==> config.mk <==
export PLATFORM = sky130hd
export DESIGN_NAME = gtp_lane_fsm
export DESIGN_NICKNAME = d
export VERILOG_FILES = /design/src/rtl/gtp_link_model_pkg.sv /design/src/rtl/gtp_lane_fsm.sv
export SDC_FILE = /design/constraint.sdc
export NUM_CORES = 1
export LEC_CHECK = 0
export BUFFER_PORTS_ARGS = -buffer_cell sky130_fd_sc_hd__buf_4
export CORE_AREA = 5 5 42 44
export CTS_CLUSTER_SIZE = 10
export DETAILED_ROUTE_END_ITERATION = 6
export DIE_AREA = 0 0 47 49
export MAX_ROUTING_LAYER = met4
export PLACE_DENSITY_LB_ADDON = 0.3
export RECOVER_POWER = 25
export SLEW_MARGIN = 20
export SYNTH_ARGS = -nofsm -noshare
export SYNTH_HDL_FRONTEND = slang
export SYNTH_SLANG_ARGS = --single-unit
==> constraint.sdc <==
create_clock -name clk -period 2.1 [get_ports clk]
set_input_delay 0.42 -clock clk [delete_from_list [all_inputs] [get_ports clk]]
set_output_delay 0.42 -clock clk [all_outputs]
set_load 0.05 [all_outputs]
==> src/rtl/gtp_link_model_pkg.sv <==
// Shared constants, lane state encoding and a constant-width helper
// for the multi-lane GTP link model.
`timescale 1ns/1ps
package gtp_link_pkg;

  localparam logic [15:0] IDLE_DATA = 16'hBCBC;
  localparam logic [1:0]  IDLE_K    = 2'b11;

  typedef enum logic [1:0] {DOWN, TRAIN, UP} lane_state_t;

  // Ceiling log2; callers pass value >= 2 so the result is never zero.
  function automatic int clog2(input int value);
    int r;
    int v;
    r = 0;
    v = value - 1;
    while (v > 0) begin
      r++;
      v = v >> 1;
    end
    return r;
  endfunction

endpackage

==> src/rtl/gtp_lane_fsm.sv <==
// Per-RX-lane alignment FSM: DOWN -> TRAIN -> UP, with a registered
// aligned flag that tracks the UP state.
`timescale 1ns/1ps
module gtp_lane_fsm
  import gtp_link_pkg::*;
#(
  parameter int ALIGN_DELAY = 4
) (
  input  logic clk,
  input  logic rst,
  input  logic gtp_rdy,
  input  logic lane_ok,
  output logic aligned
);

  localparam int CW = clog2(ALIGN_DELAY + 1);

  lane_state_t     state;
  logic [CW-1:0]   train_cnt;

  // aligned is updated on the same edge that enters or leaves UP.
  always_ff @(posedge clk or posedge rst) begin
    if (rst) begin
      state     <= DOWN;
      train_cnt <= '0;
      aligned   <= 1'b0;
    end else begin
      case (state)
        DOWN: begin
          if (gtp_rdy && lane_ok) begin
            state     <= TRAIN;
            train_cnt <= '0;
          end
        end
        TRAIN: begin
          if (!lane_ok) begin
            state <= DOWN;
          end else if (train_cnt == CW'(ALIGN_DELAY - 1)) begin
            state   <= UP;
            aligned <= 1'b1;
          end else begin
            train_cnt <= train_cnt + 1'b1;
          end
        end
        UP: begin
          if (!lane_ok) begin
            state   <= DOWN;
            aligned <= 1'b0;
          end
        end
        default: begin
          state   <= DOWN;
          aligned <= 1'b0;
        end
      endcase
    end
  end

endmodule

# Word level (Yosys, flattened, before mapping)
# Index checks and enable logic that the tools add are counted.
# op_classes
n_addsub,1
n_eq_ne,9
mux,13
n_bitwise,1
reduce_logical,6
# op_table
cell,count
"2-bit != test, second input constant",5
3-bit two-way mux,3
2-bit two-way mux,4
4-bit AND reduction,2
2-bit one-hot mux with 3 select lines,1
3-bit one-hot mux with 2 select lines,1
"3-bit by 1-bit adder with 3-bit output, second input constant",1
"3-bit by 2-bit == test with 1-bit output, second input constant",1
1-bit two-way mux,3
"3-bit != test, second input constant",1
1-bit one-hot mux with 3 select lines,1
3-bit AND reduction,1
"2-bit by 1-bit == test with 1-bit output, second input constant",1
"2-bit == test, second input constant",1
2-bit zero test,1
2-bit nonzero test,1
1-bit logical AND,1
1-bit NOT,1
# totals
register_bits,6
in_bits,4
word_cells,33

# Depth between registers and ports, before layout
# depth
depth_word,4
mapped_depth,5
ltp_nobuf,5

# Worst setup path after synthesis
# Ideal clock, no wire load.
# synth_path
path_type,register to register
start,register train_cnt[0]
end,register train_cnt[0]
setup_ps,125
arrival_ps,1495
required_time_ps,1975
slack_ps,480
path_stages_with_launch,6
n_path_buf,0
synth_period_minus_slack_ps,1620
path_cell_list,dfrtp_1 > ha_1 > ha_1 > or2b_1 > a21oi_4 > mux2_2
# synth_via
elab_chain_len,4
elab_cells_between_ends,7
# synth_lines
element,line_no,rtl
start: declaration,gtp_lane_fsm.sv:19,logic [CW-1:0] train_cnt;
start signal: assignment,gtp_lane_fsm.sv:42,train_cnt <= train_cnt + 1'b1;
3-bit by 1-bit adder with 3-bit output,gtp_lane_fsm.sv:42,
3-bit two-way mux,gtp_lane_fsm.sv:38,end else if (train_cnt == CW'(ALIGN_DELAY - 1)) begin
3-bit two-way mux,gtp_lane_fsm.sv:36,if (!lane_ok) begin
3-bit one-hot mux with 2 select lines,gtp_lane_fsm.sv:28,case (state)
# Parallel ways exist; a longest one is shown, timed or not. The select of a mux whose other input is x is not followed.
# A chain may end at the register's enable or synchronous reset.

# Worst setup path in the final report
# layout_path
start,register train_cnt[0]
end,register train_cnt[2]
# The elaborated chain is that of the path after synthesis.

==> results.ini <==
[run_status]
outcome = finished, final reports clean

[drt]
route.detailed.vias_per_inst = 4.24
antenna_left = 0
routed-via-count = 216
drt_first_iter_violations = 0
drt_wl_total_um = 576
detailedRoute.firstPassIterationCount = 1
drt-wirelength-per-cell_um = 11.3
drc = 0

[die]
initial_core_util = 0.223
floorplan.core_area_sq_um = 1400
die_y_um = 49
core.rowCount = 14
design.die.area_sq_um = 2300
die_width_um = 47
design.portCount = 5

[yosys]
synthesis.nets = 34
synth-warning-count = 0
syn-mean-instance-area_sq_um = 11.2
yosysSeqAreaShare = 0.480
synth.largest_area_cell = sky130_fd_sc_hd__dfrtp_1
dominant_cells_by_area_after_synthesis = sky130_fd_sc_hd__dfrtp_1 (48%), sky130_fd_sc_hd__mux2_2 (11%), sky130_fd_sc_hd__ha_1 (8.0%), sky130_fd_sc_hd__nand2b_1 (6.0%), sky130_fd_sc_hd__a21oi_4 (5.2%)
post_synth_inst_count = 28
ys_seq_elements = 6
synth_top_area_frac = 0.480
post_synth_num_cell_types = 14
synth_area_sq_um = 313

[cts]
htree_levels = 1
clk-insertion-delay-late_ns = 0.24
clock_tree_from_tritoncts = done
path_clk_slew_ns = 0.04
post_cts_hold_buffers = 0
max-clock-path-buffers = 2
post-cts-setup-buffer-count = 0
cts_num_sinks = 6
cts_buffers = 3
cts_root_buffer = sky130_fd_sc_hd__clkbuf_4
post_cts_resized = 0

[sta]
tightest_slew_ns = 0.248
finalSetupViolations = 0
finalWorstPathRequiredPeriod_ns = 1.71
report.final.slew_viol_count = 0
timing.fmax_mhz = 583
hold_violations = 0
rsz0062_at_grt = no
setup_total_negative_slack_ns = 0
timing.clock.skew_ns = 0.00325
max_slew_headroom = 0.835
final.period_utilization = 0.816

[placement]
detailedPlacementHpwl_um = 449
io_buffers = 4
gp_congestion = 0.704

[setup_path]
crit_arrival_ns = 1.84
setup.worst_path.class = register to register
required_ns = 2.22
crit_path_max_fo = 4
worstSetupStartpointType = register
timing.critical_path.to_type = register

[cells_and_area]
final_nets = 43
area_growth_pct = 23.2
final_layout_size_suffix_gt1_frac = 0.314
antenna_cells = 0

[grt]
grt_pass1_wl_um = 959
antenna_violations_before_repair = 0
grt.overflow.total = 0
maximum_number_of_pins_on_one_net_before_global_route_repair = 8
global_route.usage.total = 0.0639
first_global_vias = 264

[power_and_ir_drop]
power-per-cell-area_nw_per_um2 = 739
power.total_w = 0.000285
cellLeakagePower_nw = 0.180
vdd_ir_drop_max_uv = 201

[job]
cap_viol_max_count = 0

[min_path]
timing.hold.worst.class = input pin to async pin

metal layers:
layer / share of wire / GRT usage
met5: 0 / -
met4: 0.047 / 0.0829
met3: 0.085 / 0.0258
met2: 0.46 / 0.0837
met1: 0.41 / 0.0580
stage by stage:
step / instances / area, sq um / utilization / hold WS, ns / setup slack, ns
finish: 51 / 385 / 0.275 / 0.0995 / 0.386
global route: 51 / 385 / 0.275 / 0.109 / 0.324
CTS: 51 / 385 / 0.275 / 0.0913 / 0.370
detailed placement: 48 / 363 / 0.259 / 0.358 / 0.381
global placement: 48 / 363 / 0.259 / 0.351 / 0.425
floorplan: 28 / 313 / - / 0.211 / 0.480
state kept, by name, summed over array words and instances, names as in the netlist:
| signal | count |
|---|---|
| train_cnt | 3 |
| state | 2 |
| aligned | 1 |
worst max-delay path, cell delays in order (launching register included):
cell,delay [ns]
sky130_fd_sc_hd__dfrtp_1,0.39
sky130_fd_sc_hd__ha_1,0.20
sky130_fd_sc_hd__ha_1,0.21
sky130_fd_sc_hd__or2b_1,0.26
sky130_fd_sc_hd__a21oi_4,0.18
sky130_fd_sc_hd__mux2_2,0.35
cell families after synthesis:
kind of cell | after synthesis | synth area share
buffers and inverters | 3 | 0.0360
flip-flops | 6 | 0.480
AND/OR/NAND/NOR | 10 | 0.176
AO/OA/AOI/OAI | 3 | 0.0880
adder cells (fa/ha/maj) | 2 | 0.0800
multiplexers | 4 | 0.140
path summary, 6_finish.rpt:
check / from / to / slack, ns / cells past startpoint
worst max-delay path: train_cnt[0] / train_cnt[2] / 0.39 / 5
worst min-delay path: rst / state[0] / 0.1 / 2
worst max register to register: train_cnt[0] / train_cnt[2] / 0.39 / 5
worst min register to register: train_cnt[1] / train_cnt[1] / 0.52 / 1
max in group asynchronous: rst / state[1] / 1.80 / 2
min in group clk: lane_ok / state[1] / 0.42 / 2
Yosys cell counts, drive strengths merged:
master / instances
a31oi: 1
a21oi: 1
nand3b: 1
dfrtp: 6
nor2: 3
mux2: 3
or2b: 1
o21ai: 1
nand2: 1
inv: 3
mux2i: 1
ha: 2
nand2b: 3
and2: 1
layout by cell type, fill, tap and decap left out:
cell,netlist,final
sky130_fd_sc_hd__o21ai_0,1,1
sky130_fd_sc_hd__mux2_2,3,3
sky130_fd_sc_hd__clkbuf_4,0,4
sky130_fd_sc_hd__inv_1,3,3
sky130_fd_sc_hd__ha_1,2,2
sky130_fd_sc_hd__nand2b_1,3,3
sky130_fd_sc_hd__a21oi_4,1,1
sky130_fd_sc_hd__nand3b_1,1,1
sky130_fd_sc_hd__or2b_1,1,1
sky130_fd_sc_hd__buf_4,0,3
sky130_fd_sc_hd__nor2_1,3,3
sky130_fd_sc_hd__and2_1,1,1
sky130_fd_sc_hd__dfrtp_1,6,6
sky130_fd_sc_hd__nand2_1,1,1
sky130_fd_sc_hd__a31oi_1,1,1
sky130_fd_sc_hd__mux2i_1,1,1
final cells by class:
cell class | count | area, sq um
flip-flops and latches | 6 | 150
well taps | 16 | 20.0
clock buffers | 3 | 22.5
multi-input cells | 19 | 151
fillers | 154 | 1020
inverters | 3 | 11.3
repair buffers | 4 | 30.0
report_power, final:
group	switching (W)	internal (W)
combinational	0.0000221	0.0000226
sequential	0.00000886	0.000126
clock	0.0000402	0.0000645
total	0.0000712	0.000213
No activity file was read; power rests on OpenSTA's default activity.
